[config.mk]
export PLATFORM = sky130hd
export DESIGN_NAME = invader_hit_detect
export DESIGN_NICKNAME = d
export VERILOG_FILES = /design/src/rtl/invader_hit_detect_pkg.sv /design/src/rtl/invader_hit_detect_hit_box_overlap.sv /design/src/rtl/invader_hit_detect.sv
export SDC_FILE = /design/constraint.sdc
export NUM_CORES = 1
export LEC_CHECK = 0
export CORE_UTILIZATION = 25
export CTS_BUF_LIST = sky130_fd_sc_hd__clkbuf_4
export CTS_CLUSTER_SIZE = 12
export DETAILED_ROUTE_END_ITERATION = 7
export GPL_ROUTABILITY_DRIVEN = 0
export GPL_TIMING_DRIVEN = 0
export PLACE_DENSITY = 0.42
export SYNTH_ARGS = -nofsm -noshare
export SYNTH_HDL_FRONTEND = slang
export SYNTH_SLANG_ARGS = --single-unit
[constraint.sdc]
create_clock -name clk -period 5.35 [get_ports clk]
set_input_delay 1.07 -clock clk [delete_from_list [all_inputs] [get_ports clk]]
set_output_delay 1.07 -clock clk [all_outputs]
set_load 0.03 [all_outputs]
[src/rtl/invader_hit_detect_pkg.sv]
// Shared geometry defaults, coordinate type and FSM encoding for the invader hit detector.
// Also used by the hit-box compare that is later reused for bomb-vs-player checks.
package invader_hit_detect_pkg;
  localparam int N_INVADERS_DEF  = 6;
  localparam int INV_W_DEF       = 32;
  localparam int INV_H_DEF       = 32;
  localparam int INV_SPACING_DEF = 48;
  localparam int ROW_Y_DEF       = 64;
  localparam int PROJ_W_DEF      = 4;
  localparam int PROJ_H_DEF      = 16;
  localparam int POINTS_DEF      = 10;
  localparam int SCORE_W_DEF     = 14;

  // One bit wider than screen coordinates so edge sums never wrap.
  localparam int COORD_W = 11;
  typedef logic [COORD_W-1:0] coord_t;

  typedef enum logic [1:0] {
    ST_IDLE   = 2'd0,
    ST_SCAN   = 2'd1,
    ST_COMMIT = 2'd2,
    ST_HOLD   = 2'd3
  } state_t;

  function automatic coord_t widen(input logic [9:0] v);
    return {1'b0, v};
  endfunction
endpackage

[src/rtl/invader_hit_detect_hit_box_overlap.sv]
// Combinational axis-aligned bounding-box overlap test between box a and box b.
// Boxes that merely touch along an edge do not overlap.
module hit_box_overlap
  import invader_hit_detect_pkg::*;
(
  input  coord_t a_x,
  input  coord_t a_y,
  input  coord_t a_w,
  input  coord_t a_h,
  input  coord_t b_x,
  input  coord_t b_y,
  input  coord_t b_w,
  input  coord_t b_h,
  output logic   hit
);
  assign hit = (a_x < b_x + b_w) && (a_x + a_w > b_x) &&
               (a_y < b_y + b_h) && (a_y + a_h > b_y);
endmodule

[src/rtl/invader_hit_detect.sv]
// Per-frame laser vs invader-row collision check, one invader per cycle through a shared
// box compare; owns the alive mask and the saturating score.
module invader_hit_detect
  import invader_hit_detect_pkg::*;
#(
  parameter int N_INVADERS  = N_INVADERS_DEF,
  parameter int INV_W       = INV_W_DEF,
  parameter int INV_H       = INV_H_DEF,
  parameter int INV_SPACING = INV_SPACING_DEF,
  parameter int ROW_Y       = ROW_Y_DEF,
  parameter int PROJ_W      = PROJ_W_DEF,
  parameter int PROJ_H      = PROJ_H_DEF,
  parameter int POINTS      = POINTS_DEF,
  parameter int SCORE_W     = SCORE_W_DEF
)(
  input  logic                  clk,
  input  logic                  rst_n,
  input  logic                  frame,
  input  logic                  restart,
  input  logic                  laser_active,
  input  logic [9:0]            laser_x,
  input  logic [9:0]            laser_y,
  input  logic [9:0]            invaders_x,
  output logic [N_INVADERS-1:0] invader_collision,
  output logic [N_INVADERS-1:0] alive,
  output logic [SCORE_W-1:0]    score,
  output logic                  hit_pulse,
  output logic                  all_dead,
  output logic                  busy
);
  localparam int                 IDX_W     = (N_INVADERS > 1) ? $clog2(N_INVADERS) : 1;
  localparam logic [IDX_W-1:0]   LAST_IDX  = IDX_W'(N_INVADERS - 1);
  localparam logic [SCORE_W-1:0] SCORE_MAX = '1;

  state_t                  state_reg, state_next;
  logic [IDX_W-1:0]        idx_reg, hit_idx_reg;
  logic                    hit_found_reg;
  coord_t                  lx_reg, ly_reg, ix0_reg, cur_ix;
  logic [N_INVADERS-1:0]   collision_reg, alive_reg, hit_onehot;
  logic [SCORE_W-1:0]      score_reg, score_next;
  logic [SCORE_W:0]        score_sum;
  logic                    hit_pulse_reg;
  logic                    box_hit, cur_hit;
  logic                    capture, scan_step, do_kill, hold_release;

  assign cur_ix = ix0_reg + coord_t'(idx_reg) * coord_t'(INV_SPACING);

  hit_box_overlap u_overlap (
    .a_x (lx_reg),
    .a_y (ly_reg),
    .a_w (coord_t'(PROJ_W)),
    .a_h (coord_t'(PROJ_H)),
    .b_x (cur_ix),
    .b_y (coord_t'(ROW_Y)),
    .b_w (coord_t'(INV_W)),
    .b_h (coord_t'(INV_H)),
    .hit (box_hit)
  );

  assign cur_hit = box_hit && alive_reg[idx_reg];

  for (genvar gi = 0; gi < N_INVADERS; gi++) begin : g_onehot
    assign hit_onehot[gi] = (hit_idx_reg == IDX_W'(gi));
  end

  always_ff @(posedge clk) begin
    if (!rst_n) state_reg <= ST_IDLE;
    else        state_reg <= state_next;
  end

  always_comb begin
    state_next = state_reg;
    case (state_reg)
      ST_IDLE:   if (frame && laser_active) state_next = ST_SCAN;
      ST_SCAN:   if (idx_reg == LAST_IDX) state_next = ST_COMMIT;
      ST_COMMIT: state_next = hit_found_reg ? ST_HOLD : ST_IDLE;
      ST_HOLD:   if (!laser_active) state_next = ST_IDLE;
      default:   state_next = ST_IDLE;
    endcase
    if (restart) state_next = ST_IDLE;
  end

  always_comb begin
    capture      = 1'b0;
    scan_step    = 1'b0;
    do_kill      = 1'b0;
    hold_release = 1'b0;
    case (state_reg)
      ST_IDLE:   capture      = frame && laser_active;
      ST_SCAN:   scan_step    = 1'b1;
      ST_COMMIT: do_kill      = hit_found_reg && !restart;
      ST_HOLD:   hold_release = !laser_active;
      default:   ;
    endcase
  end

  // Saturate rather than wrap so a long game never rolls the score back to zero.
  always_comb begin
    score_sum  = {1'b0, score_reg} + (SCORE_W+1)'(POINTS);
    score_next = (score_sum > {1'b0, SCORE_MAX}) ? SCORE_MAX : score_sum[SCORE_W-1:0];
  end

  always_ff @(posedge clk) begin
    if (!rst_n) begin
      idx_reg       <= '0;
      hit_idx_reg   <= '0;
      hit_found_reg <= 1'b0;
      lx_reg        <= '0;
      ly_reg        <= '0;
      ix0_reg       <= '0;
      collision_reg <= '0;
      alive_reg     <= '1;
      score_reg     <= '0;
      hit_pulse_reg <= 1'b0;
    end else begin
      hit_pulse_reg <= do_kill;
      if (restart) begin
        alive_reg     <= '1;
        collision_reg <= '0;
      end else if (do_kill) begin
        collision_reg <= hit_onehot;
        alive_reg     <= alive_reg & ~hit_onehot;
        score_reg     <= score_next;
      end else if (hold_release) begin
        collision_reg <= '0;
      end
      if (capture) begin
        lx_reg        <= widen(laser_x);
        ly_reg        <= widen(laser_y);
        ix0_reg       <= widen(invaders_x);
        idx_reg       <= '0;
        hit_found_reg <= 1'b0;
      end
      if (scan_step) begin
        idx_reg <= idx_reg + IDX_W'(1);
        // Only the lowest-index hit of a scan is kept.
        if (cur_hit && !hit_found_reg) begin
          hit_found_reg <= 1'b1;
          hit_idx_reg   <= idx_reg;
        end
      end
    end
  end

  assign invader_collision = collision_reg;
  assign alive             = alive_reg;
  assign score             = score_reg;
  assign hit_pulse         = hit_pulse_reg;
  assign all_dead          = (alive_reg == '0);
  assign busy              = (state_reg != ST_IDLE);
endmodule

**After elaboration in Yosys (flattened, before gate mapping)**

Index checks and enable logic that the tools add are counted.

- Logic and storage cells: 79
- Bits in registers: 66

- Bitwise gates (word level): 4
- Eq/ne operators: 12
- Mux-type cells: 19
- Multiply operators: 1
- Order comparisons: 6
- Add/subtract/negate cells: 6
- Reductions and logical operators: 20

Operators by type and width:

| kind | number |
|---|---|
| $add A14 B4 Y15 const B | 1 |
| $gt A15 B14 Y1 const B | 1 |
| $mux W14 | 1 |
| $mux W6 | 2 |
| $add A10 B3 Y11 const B | 1 |
| $add A10 B5 Y11 const B | 1 |
| $add A10 B9 Y11 | 1 |
| $add A11 B6 Y11 const B | 1 |
| $gt A11 B11 Y1 | 1 |
| $gt A11 B7 Y1 const B | 1 |
| $lt A10 B11 Y1 | 1 |
| $lt A10 B7 Y1 const B | 1 |
| $eq A3 B3 Y1 const B | 3 |
| $mux W1 | 8 |
| $mux W2 | 4 |
| $pmux W2 S4 | 1 |
| $logic_and A1 B1 Y1 | 7 |
| $and A6 B6 Y6 | 1 |
| $eq A3 B2 Y1 const B | 2 |
| $logic_not A6 Y1 | 1 |
| $mux W3 | 2 |
| $ne A2 B2 Y1 const B | 3 |
| $not A6 Y6 | 1 |
| $reduce_bool A2 Y1 | 3 |
| other kinds (14) | 19 |

**Longest topological paths before layout**

Gate-level depths: netlist (run 1).

- Depth in word-level cells: 11
- Mapped depth: 16
- Gate-level depth less buffers: 16

**Hierarchy**

A second synthesis (run 1) with hierarchy kept.

- Cell total of the unflattened synthesis: 701
- Area, all modules: 5661.7 um2

Modules (own cells, without submodules):

| module | instances | area an instance (um2) | cells each |
|---|---|---|---|
| invader_hit_detect | 1 | 2972.9 | 350 |
| hit_box_overlap | 1 | 2688.8 | 351 |

**Least setup slack after synthesis (run 1)**

OpenSTA, ideal clock, no wires.

- Path type: flip-flop to flip-flop
- Start: register idx_reg[1]
- End: register hit_idx_reg[0]
- Arrival: 3.626 ns
- Setup time: 0.072 ns
- Cell stages (with the launch flop): 16
- Setup slack: 1.652 ns
- Buffers on the path: 0
- Cells stage by stage: dfxtp_1 > ha_1 > fa_1 > ha_1 > a21oi_1 > and2_1 > xnor2_1 > inv_1 > nor3_1 > xor2_1 > ha_1 > a21o_1 > a211o_1 > a41oi_1 > o41a_4 > mux2i_1

- Longest elaborated chain between the ends: 10

Ends and longest elaborated chain:

| item | line | RTL |
|---|---|---|
| from (decl) | invader_hit_detect.sv:36 | `logic [IDX_W-1:0] idx_reg, hit_idx_reg;` |
| from (signal assigned) | invader_hit_detect.sv:135 | `idx_reg <= idx_reg + IDX_W'(1);` |
| $mul A3 B2 Y5 | invader_hit_detect.sv:46 | `assign cur_ix = ix0_reg + coord_t'(idx_reg) * coord_t'(INV_SPACING);` |
| $add A10 B9 Y11 | invader_hit_detect.sv:46 |  |
| $add A11 B6 Y11 | invader_hit_detect_hit_box_overlap.sv:16 | `assign hit = (a_x < b_x + b_w) && (a_x + a_w > b_x) &&` |
| $lt A10 B11 Y1 | invader_hit_detect_hit_box_overlap.sv:16 |  |
| $logic_and A1 B1 Y1 (2 in a row) | invader_hit_detect_hit_box_overlap.sv:16 |  |
| $logic_and A1 B1 Y1 | invader_hit_detect_hit_box_overlap.sv:17 | `(a_y < b_y + b_h) && (a_y + a_h > b_y);` |
| $logic_and A1 B1 Y1 (*) | invader_hit_detect.sv:60 | `assign cur_hit = box_hit && alive_reg[idx_reg];` |
| $logic_and A1 B1 Y1 (*) | invader_hit_detect.sv:137 | `if (cur_hit && !hit_found_reg) begin` |
| $reduce_and A2 Y1 (no line) (*) | n/a |  |
| to (signal assigned) | invader_hit_detect.sv:139 | `hit_idx_reg <= idx_reg;` |
| to (decl) | invader_hit_detect.sv:36 |  |

Mark *: on every way between the ends. The rest lies on a longest branch, timed or not. The select of a mux whose other input is x is not followed.
A chain may end at the register's enable or synchronous reset.

**Final worst setup path (run 1)**

Same ends and word-level chain as after synthesis.

==> results of run 1 <==
==> cells by family after synthesis <==
group	Yosys count
simple gates	175
buf+inv	39
xor+xnor	17
flops	66
mux	6
fa+ha+maj	35
compound gates	118
==> layout make-up <==
type	count	area, um^2
timing repair buffer	63	631
fill	1590	9910
sequential	66	1320
tap	184	230
clock inverter	7	93.8
buffer	19	76.3
clock buffer	9	67.6
multi-input combinational	351	2350
inverter	20	75.1
==> power by group through the flow <==
stage	combinational (W)	sequential, W	clock [W]
after floorplan	0.0000771	0.000521	0
after global placement	0.000128	0.000524	0
after detailed placement	0.000131	0.000524	0
after CTS	0.000131	0.000513	0.000412
after global routing	0.000146	0.000515	0.000435
final	0.000129	0.000513	0.000392
==> stage by stage <==
| step | hold slack (ps) | total power (W) | setup WS (ps) | area [um^2] |
|---|---|---|---|---|
| global placement | 452 | 0.000652 | 1130 | 4680 |
| floorplan | 443 | 0.000598 | 1650 | 3820 |
| detailed placement | 449 | 0.000655 | 1040 | 4680 |
| CTS | 467 | 0.00106 | 1020 | 4850 |
| global route | 487 | 0.00110 | 799 | 4850 |
| finish | 465 | 0.00103 | 1080 | 4850 |
==> worst max-delay path by stage <==
stage	from	endpoint	slack, ps	cells past startpoint
after global routing	idx_reg[0]	hit_idx_reg[0]	800	15
after detailed placement	idx_reg[0]	hit_idx_reg[1]	1040	15
after CTS	idx_reg[0]	hit_idx_reg[0]	1020	15
final	idx_reg[1]	hit_idx_reg[0]	1080	15
after floorplan	idx_reg[1]	hit_idx_reg[0]	1650	15
after global placement	idx_reg[0]	hit_idx_reg[1]	1130	15
==> Yosys cell counts, types with 4 or more instances <==
cell      number  share of area
inv_1         20          0.020
and3_1         5         0.0082
and2_1         4         0.0065
buf_2          4         0.0052
nor3_1         6         0.0079
a21o_1        12          0.024
o21ai_0       16          0.021
nand3_1       15          0.020
clkbuf_1      15          0.015
nor2_1        18          0.018
nand2b_1       7          0.011
xor2_1         8          0.018
a21boi_0      31          0.061
a21oi_1       26          0.034
ha_1          33           0.11
dfxtp_1       66           0.35
a31oi_1        6         0.0098
nand2_1       88          0.086
nor4_1         4         0.0065
xnor2_1        8          0.018
nor2b_1        9          0.015
==> layer usage <==
layer,GRT usage,vias up,routed length [um]
met5,0,-,0
met4,0.0380,0,114
met3,0.0455,10,433
met2,0.232,68,4920
met1,0.175,1601,5050
li1,-,1752,-
==> worst reg2reg max path, cell delays in order, from the launching register on <==
cell     delay, ps
dfxtp_1        550
ha_1           310
fa_1           450
ha_1           360
a21oi_1         90
and2_1         190
xnor2_1        320
inv_1          150
nor3_1         230
xor2_1         180
ha_1           270
a21o_1         190
a211o_1        270
a41oi_1        240
o41a_4         240
mux2i_1        180
==> results.py, run 1 <==
metrics = {
    "synth": {
        "synth_edf_count": 0,
        "synth_compound_area_frac": 0.215,
        "yosys.area_share.simple": 0.221,
        "synthFlopType": "dfxtp_1",
        "synth_top_family_by_area": "simple AND/OR/NAND/NOR gates",
        "avgSynthCellArea_um2": 8.39,
        "synth_cell_types": 56,
        "synth-seq-cells": 66,
        "yosysWarnings": 0,
        "synthCells": 456,
        "netlist_area_mm2": 0.00382,
        "synthAdderAreaFrac": 0.118,
        "synth_xor_area_frac": 0.0409,
        "ys_async_sr_fraction": 0,
        "yosysSeqAreaShare": 0.346,
        "synth_nets": 526,
        "yosys-mux-area-fraction": 0.0196,
    },
    "cells_and_area": {
        "num_antenna_cells": 0,
        "finalNetCount": 600,
        "syn_to_final_growth_pct": 26.7,
        "drive_gt1_frac": 0.0636,
        "final_cell_mix": "88 x nand2_1, 66 x dfxtp_1, 63 x clkdlybuf4s50_1",
        "layout.cells.non_filler": 719,
        "final_common_cell": "nand2_1",
        "largest_register_ffs": 14,
        "final_core_util": 0.328,
    },
    "setup_path": {
        "required_ps": 5720,
        "crit_chain": "ha_1, fa_1, ha_1, a21oi_1, and2_1, xnor2_1, inv_1, nor3_1, xor2_1, ha_1, a21o_1, a211o_1, a41oi_1, o41a_4, mux2i_1",
        "regToRegStartpoint": "idx_reg[1]",
        "arrival_ps": 4640,
        "cp_slowest_cell": "dfxtp_1",
        "critPathKind": "register to register",
        "r2r_end": "hit_idx_reg[0]",
        "end_kind": "register",
        "cp_common_cell": "ha_1",
        "crit_buf_inv": 1,
        "setup.worst_path.start_class": "register",
        "critical-path-max-stage-delay_ps": 550,
        "crit_family": "adder cells",
        "rrSetupSlack_ps": 1080,
        "cp_max_fo": 8,
        "reg2reg_depth": 15,
    },
    "detailed_routing": {
        "vias_per_cell": 4.77,
        "drt_iter0_drc": 156,
        "route.detailed.drc": 1,
        "routed_wl_mm": 10.5,
        "wire_per_inst_um": 14.6,
        "vias": 3431,
        "ant_nets": 0,
        "drtPass1Iterations": 6,
    },
    "die": {
        "fp.dieW_um": 126,
        "rows": 44,
        "die_h_um": 126,
        "core-area_mm2": 0.0148,
        "initial_core_util": 0.259,
        "dieArea_mm2": 0.0158,
        "ios": 64,
    },
    "cts": {
        "cts_buffers": 9,
        "cts_tree": "yes",
        "cts_setup_buffers": 0,
        "cts_sinks": 66,
        "postCtsResizedCells": 0,
        "postCtsHoldBufs": 0,
        "clock_path_buffers": 2,
        "clk_pin_slew_worst_paths_ps": 130,
        "cts_root_buf": "clkbuf_4",
        "insertion_delay_ps": 440,
        "htree_levels": 3,
    },
    "hold_path": {
        "hold_path_end": "invader_collision[1]",
        "hp-class": "register to register",
        "hold_start": "invader_collision[1]",
        "holdPathStages": 2,
    },
    "global_routing": {
        "antenna_found_initial": 0,
        "grt_max_degree": 13,
        "grt_usage": 0.140,
        "grt_pass1_vias": 3347,
        "grt.overflow.total": 0,
        "grt_pass1_wl_mm": 17.2,
    },
    "power_and_ir_drop": {
        "vdd_ir_drop_max_v": 0.000103,
        "p_per_area_mw_per_mm2": 213,
        "power_switching_w": 0.000279,
        "leakage_nw": 1.81,
        "switching_share": 0.270,
        "p_clk_frac": 0.379,
        "p_int_w": 0.000755,
        "power_frac_comb": 0.124,
        "power_frac_seq": 0.496,
    },
    "run": {
        "drv_cap": 0,
    },
    "sta": {
        "final_hold_viol_count": 0,
        "slew_violations": 0,
        "post-route-min-period_ps": 4270,
        "setup_viol": 0,
        "skew_ps": 16.2,
        "slew_headroom": 0.303,
        "setup_tns_ps": 0,
        "fin_crit_sh": 0.798,
        "clock.fmax_mhz": 234,
        "tightest_slew_ps": 1030,
        "rsz0062_at_grt": "false",
    },
    "placed_design": {
        "portBuffers": 63,
        "dpl.hpwl_mm": 8.01,
        "dp_cells": 703,
    },
    "outcome": {
        "violations": "DRC",
        "status": "complete, but fails checks",
    },
}
(Power assumes the default switching activity.)
==> run 2, diff against run 1 <==
- clock period: 5.35 -> 4.4 ns (I/O delays scaled with it)
==> run 2 against run 1 <==
The run still ends with DRC left. Utilization rose by 0.068 points. Cell count did not move. Routed wire length barely moved. Clock skew barely moved. Sequential share of layout area barely moved. Sequential cell count did not move. Critical path depth fell by 1. Count of clock-buffer cells in the layout did not move. Clock power rose by 22%. Global-route usage did not move. Power rose by 22%. Die area did not move. Critical endpoint unchanged. Largest cell class unchanged. Largest power group unchanged.
==> results.py, run 2 (synthesis results as in run 1) <==
metrics = {
    "die": {
        "fp.dieW_um": 126,
        "ios": 64,
        "dieArea_mm2": 0.0158,
        "core-area_mm2": 0.0148,
        "rows": 44,
        "die_h_um": 126,
        "initial_core_util": 0.259,
    },
    "hold_path": {
        "hold_start": "invader_collision[1]",
        "hp-class": "register to register",
        "hold_path_end": "invader_collision[1]",
        "holdPathStages": 2,
    },
    "setup_path": {
        "crit_buf_inv": 1,
        "reg2reg_depth": 14,
        "cp_common_cell": "ha_1",
        "rrSetupSlack_ps": 360,
        "r2r_end": "hit_idx_reg[0]",
        "crit_family": "adder cells",
        "crit_chain": "ha_1, fa_1, ha_1, xor2_1, ha_1, inv_1, nor3_1, xor2_1, ha_1, a21o_1, a211o_1, a41oi_1, o41a_4, mux2i_1",
        "required_ps": 4770,
        "arrival_ps": 4410,
        "critPathKind": "register to register",
        "regToRegStartpoint": "idx_reg[1]",
        "critical-path-max-stage-delay_ps": 450,
        "end_kind": "register",
        "cp_max_fo": 8,
        "setup.worst_path.start_class": "register",
        "cp_slowest_cell": "dfxtp_2",
    },
    "outcome": {
        "violations": "DRC",
        "status": "complete, but fails checks",
    },
    "sta": {
        "fin_crit_sh": 0.919,
        "final_hold_viol_count": 0,
        "tightest_slew_ps": 1030,
        "setup_tns_ps": 0,
        "worst_slack_ps": 358,
        "post-route-min-period_ps": 4040,
        "clock.fmax_mhz": 247,
        "setup_viol": 0,
        "slew_violations": 0,
        "slew_headroom": 0.303,
        "skew_ps": 16.2,
        "rsz0062_at_grt": "false",
    },
    "placed_design": {
        "dpl.hpwl_mm": 8.01,
        "place_area_mm2": 0.00468,
        "pre_cts_slack_ps": 93.3,
        "portBuffers": 63,
    },
    "cts": {
        "htree_levels": 3,
        "clock_path_buffers": 2,
        "cts_root_buf": "clkbuf_4",
        "cts_sinks": 66,
        "cts_setup_buffers": 0,
        "insertion_delay_ps": 440,
        "clk_pin_slew_worst_paths_ps": 130,
        "cts_tree": "yes",
        "cts_buffers": 9,
    },
    "detailed_routing": {
        "vias_per_cell": 4.76,
        "routed_wl_mm": 10.5,
        "route.detailed.drc": 1,
        "drt_iter0_drc": 162,
        "ant_nets": 0,
        "vias": 3419,
        "wire_per_inst_um": 14.6,
        "drtPass1Iterations": 6,
    },
    "cells_and_area": {
        "multi_input_area_mm2": 0.00236,
        "final_area_mm2": 0.00486,
        "num_antenna_cells": 0,
        "final_core_util": 0.329,
        "largest_register_ffs": 14,
        "drive_gt1_frac": 0.0692,
        "syn_to_final_growth_pct": 27.0,
        "finalNetCount": 600,
        "final_common_cell": "nand2_1",
        "fill_cells": 1586,
        "final_cell_mix": "88 x nand2_1, 64 x dfxtp_1, 63 x clkdlybuf4s50_1",
        "seq_area_mm2": 0.00132,
    },
    "power_and_ir_drop": {
        "power_switching_w": 0.000339,
        "power.total_w": 0.00126,
        "p_per_area_mw_per_mm2": 259,
        "vdd_ir_drop_max_v": 0.000125,
        "power_frac_seq": 0.496,
        "p_int_w": 0.000919,
        "switching_share": 0.270,
        "p_clk_frac": 0.379,
        "leakage_nw": 1.82,
        "power_frac_comb": 0.125,
    },
    "global_routing": {
        "grt_max_degree": 13,
        "antenna_found_initial": 0,
        "grt.overflow.total": 0,
        "grt_pass1_wl_mm": 17.2,
        "grt_pass1_vias": 3347,
        "grt_usage": 0.140,
    },
    "run": {
        "drv_cap": 0,
    },
}
run 2: how the worst max path moves through the flow:
stage / from / endpoint / slack, ps / cells after the start
2_1_floorplan: idx_reg[1] / hit_idx_reg[0] / 700 / 15
3_3_place_gp: idx_reg[0] / hit_idx_reg[1] / 180 / 15
3_5_place_dp: idx_reg[0] / hit_idx_reg[1] / 90 / 15
4_1_cts: idx_reg[0] / hit_idx_reg[0] / 70 / 15
5_1_grt: idx_reg[0] / hit_idx_reg[0] / 80 / 15
6_report: idx_reg[1] / hit_idx_reg[0] / 360 / 14
run 2: cell type report:
class                           instances  area share
Sequential cell                        66       0.273
Clock inverter                          7      0.0193
Tap cell                              184      0.0474
Inverter                               20      0.0155
Buffer                                 19      0.0157
Clock buffer                            9      0.0139
Multi-Input combinational cell        351       0.486
Timing Repair Buffer                   63       0.130
run 2: what timing repair did:
action	4_1_cts	5_1_grt
hold buffers	0	0
hold endpoints to repair	0	0
setup endpoints to repair	0	4
resized for setup	0	3
run 2: power by group through the flow:
| stage | Sequential, W | Clock (W) | Combinational [W] |
|---|---|---|---|
| detailed placement | 0.000638 | 0 | 0.000159 |
| finish | 0.000624 | 0.000477 | 0.000157 |
| global route | 0.000627 | 0.000528 | 0.000177 |
| CTS | 0.000624 | 0.000500 | 0.000160 |
| global placement | 0.000637 | 0 | 0.000156 |
| floorplan | 0.000633 | 0 | 0.0000937 |
run 2: metrics by stage:
step / hold WS (ps) / instances
2_1_floorplan: 443 / 456
3_3_place_gp: 452 / 703
3_5_place_dp: 449 / 703
4_1_cts: 467 / 719
5_1_grt: 487 / 719
6_report: 465 / 719
run 2: routing by layer:
layer | vias to the layer above | GRT usage | part of all wire
met4 | 0 | 0.0380 | 0.011
met5 | - | 0 | 0
met2 | 66 | 0.232 | 0.47
li1 | 1751 | - | -
met1 | 1592 | 0.175 | 0.48
met3 | 10 | 0.0455 | 0.041
run 2: worst min-delay path, cell delays in order, from the launching register on:
cell and delay (ps):
dfxtp_1 330, nand2_1 50, a21oi_1 50
==> run 3, diff against run 2 <==
- CORE_ASPECT_RATIO: unset -> 2
- HOLD_SLACK_MARGIN: unset -> 0.1
==> run 3 against run 2 <==
The run now ends clean. First-iteration DRC count decreased by 32%. Clock skew decreased by 0.54 ps. Via count rose by 1.3%. Utilization fell by 0.61 points. Register-to-register slack worse by 60 ps. Clock power decreased by 27%. Sequential share of layout area is 0.25 points higher. Maximum frequency shrank 1.4%. Power decreased by 10%. Critical path depth rose by 1. Sequential power is essentially flat. Cell area down 0.90%.
==> results.py, run 3 (synthesis results as in run 1) <==
metrics = {
    "cells_and_area": {
        "final_area_mm2": 0.00481,
        "fill_cells": 1587,
        "drive_gt1_frac": 0.0673,
        "multi_input_area_mm2": 0.00235,
        "layout.cells.non_filler": 731,
        "finalNetCount": 600,
        "final_cell_mix": "88 x nand2_1, 64 x dfxtp_1, 63 x clkdlybuf4s50_1",
        "largest_register_ffs": 14,
        "final_common_cell": "nand2_1",
        "syn_to_final_growth_pct": 25.9,
        "seq_area_mm2": 0.00132,
    },
    "cts": {
        "clock_path_buffers": 2,
        "cts_sinks": 66,
        "cts_buffers": 9,
        "htree_levels": 3,
        "cts_root_buf": "clkbuf_4",
        "insertion_delay_ps": 420,
        "clk_pin_slew_worst_paths_ps": 110,
        "cts_tree": "yes",
        "postCtsHoldBufs": 0,
    },
    "setup_path": {
        "worstSetupStartpoint": "idx_reg[1]",
        "cp_common_cell": "ha_1",
        "critical-path-max-stage-delay_ps": 470,
        "setup.worst_path.start_class": "register",
        "crit_chain": "ha_1, fa_1, ha_1, a21oi_1, and2_1, xnor2_1, inv_1, nor3_1, xor2_1, ha_1, a21o_1, a211o_1, a41oi_1, o41a_4, mux2i_1",
        "cp_slowest_cell": "dfxtp_2",
        "end_kind": "register",
        "arrival_ps": 4450,
        "critPathKind": "register to register",
        "required_ps": 4750,
        "regToRegStartpoint": "idx_reg[1]",
        "cp_max_fo": 8,
    },
    "global_routing": {
        "grt.overflow.total": 0,
        "grt_util_met1": 0.146,
        "grt_pass1_vias": 3499,
        "antenna_found_initial": 1,
        "use_met3": 0.0229,
        "grt_pass1_wl_mm": 17.6,
        "grt_max_degree": 12,
        "grt.busiest_layer": "met2",
        "gr-usage-met2": 0.302,
        "grt_usage": 0.150,
    },
    "die": {
        "die_h_um": 177,
        "core-area_mm2": 0.0149,
        "fp.dieW_um": 89.5,
        "dieArea_mm2": 0.0158,
        "rows": 63,
        "initial_core_util": 0.257,
        "ios": 64,
    },
    "detailed_routing": {
        "ant_nets": 0,
        "routed_wl_mm": 11.2,
        "vias": 3462,
        "drtPass1Iterations": 4,
        "drt_iter0_drc": 110,
        "wire_per_inst_um": 15.3,
        "vias_per_cell": 4.74,
        "route.detailed.drc": 0,
    },
    "sta": {
        "worst_slack_ps": 299,
        "slew_violations": 0,
        "tightest_slew_ps": 1060,
        "clock.fmax_mhz": 244,
        "skew_ps": 15.6,
        "rsz0062_at_grt": "false",
        "setup_tns_ps": 0,
        "slew_headroom": 0.284,
        "post-route-min-period_ps": 4100,
        "fin_crit_sh": 0.932,
        "final_hold_viol_count": 0,
        "setup_viol": 0,
    },
    "power_and_ir_drop": {
        "vdd_ir_drop_max_v": 0.000123,
        "p_per_area_mw_per_mm2": 235,
        "leakage_nw": 1.79,
    },
    "run": {
        "drv_cap": 0,
    },
    "outcome": {
        "status": "finished clean",
    },
    "placed_design": {
        "dp_cells": 714,
        "place_area_mm2": 0.00470,
        "portBuffers": 63,
        "dpl.hpwl_mm": 9.03,
        "pre_cts_slack_ps": 178,
    },
    "hold_path": {
        "hold_start": "invader_collision[2]",
        "hp-class": "register to register",
    },
}
[run 3: metal layers]
layer / share of wire / vias to the layer above
met3: 0.027 / 10
met5: 0 / -
li1: - / 1757
met1: 0.37 / 1636
met4: 0.014 / 0
met2: 0.59 / 59
[run 3: where the power goes]
group          internal, W  switching (W)  leakage [nW]
registers         0.000611      0.0000140         0.536
clock network     0.000117       0.000232        0.0596
logic            0.0000782      0.0000782          1.20
[run 3: repair_timing]
action / in CTS / in global routing
endpoints found under the setup margin: 0 / 4
gates resized for setup: 0 / 2
buffers inserted: 0 / 0
[run 3: critical path: cells and delay by family, from the launching register on]
family	cells	cell delay (ps)
AO/OA/AOI/OAI	5	960
XOR/XNOR	2	460
adder cells (fa/ha/maj)	4	1340
buffers and inverters	1	150
flip-flops	1	470
multiplexers	1	190
AND/OR/NAND/NOR	2	440
[run 3: cell type report]
| cell class | count | area share |
|---|---|---|
| inverter | 20 | 0.0156 |
| antenna | 1 | 0.000520 |
| tap | 195 | 0.0507 |
| sequential | 66 | 0.275 |
| clock inverter | 6 | 0.00702 |
| clock buffer | 10 | 0.0156 |
| buffer | 19 | 0.0159 |
| timing repair buffer | 63 | 0.131 |
| multi-input combinational | 351 | 0.489 |
[run 3: path summary, 6_finish.rpt]
kind              slack [ps]                   end  cells past startpoint
hold / removal           470  invader_collision[2]                      2
setup / recovery         300        hit_idx_reg[0]                     15
hold reg to reg          470  invader_collision[2]                      2
setup reg to reg         300        hit_idx_reg[0]                     15
[run 3: metrics by stage]
| step | total power, W | utilization | hold WS [ps] |
|---|---|---|---|
| after global placement | 0.000795 | 0.315 | 450 |
| after CTS | 0.00116 | 0.323 | 471 |
| after floorplan | 0.000727 | - | 443 |
| after detailed placement | 0.000798 | 0.315 | 451 |
| after global routing | 0.00119 | 0.323 | 487 |
| final | 0.00113 | 0.323 | 466 |
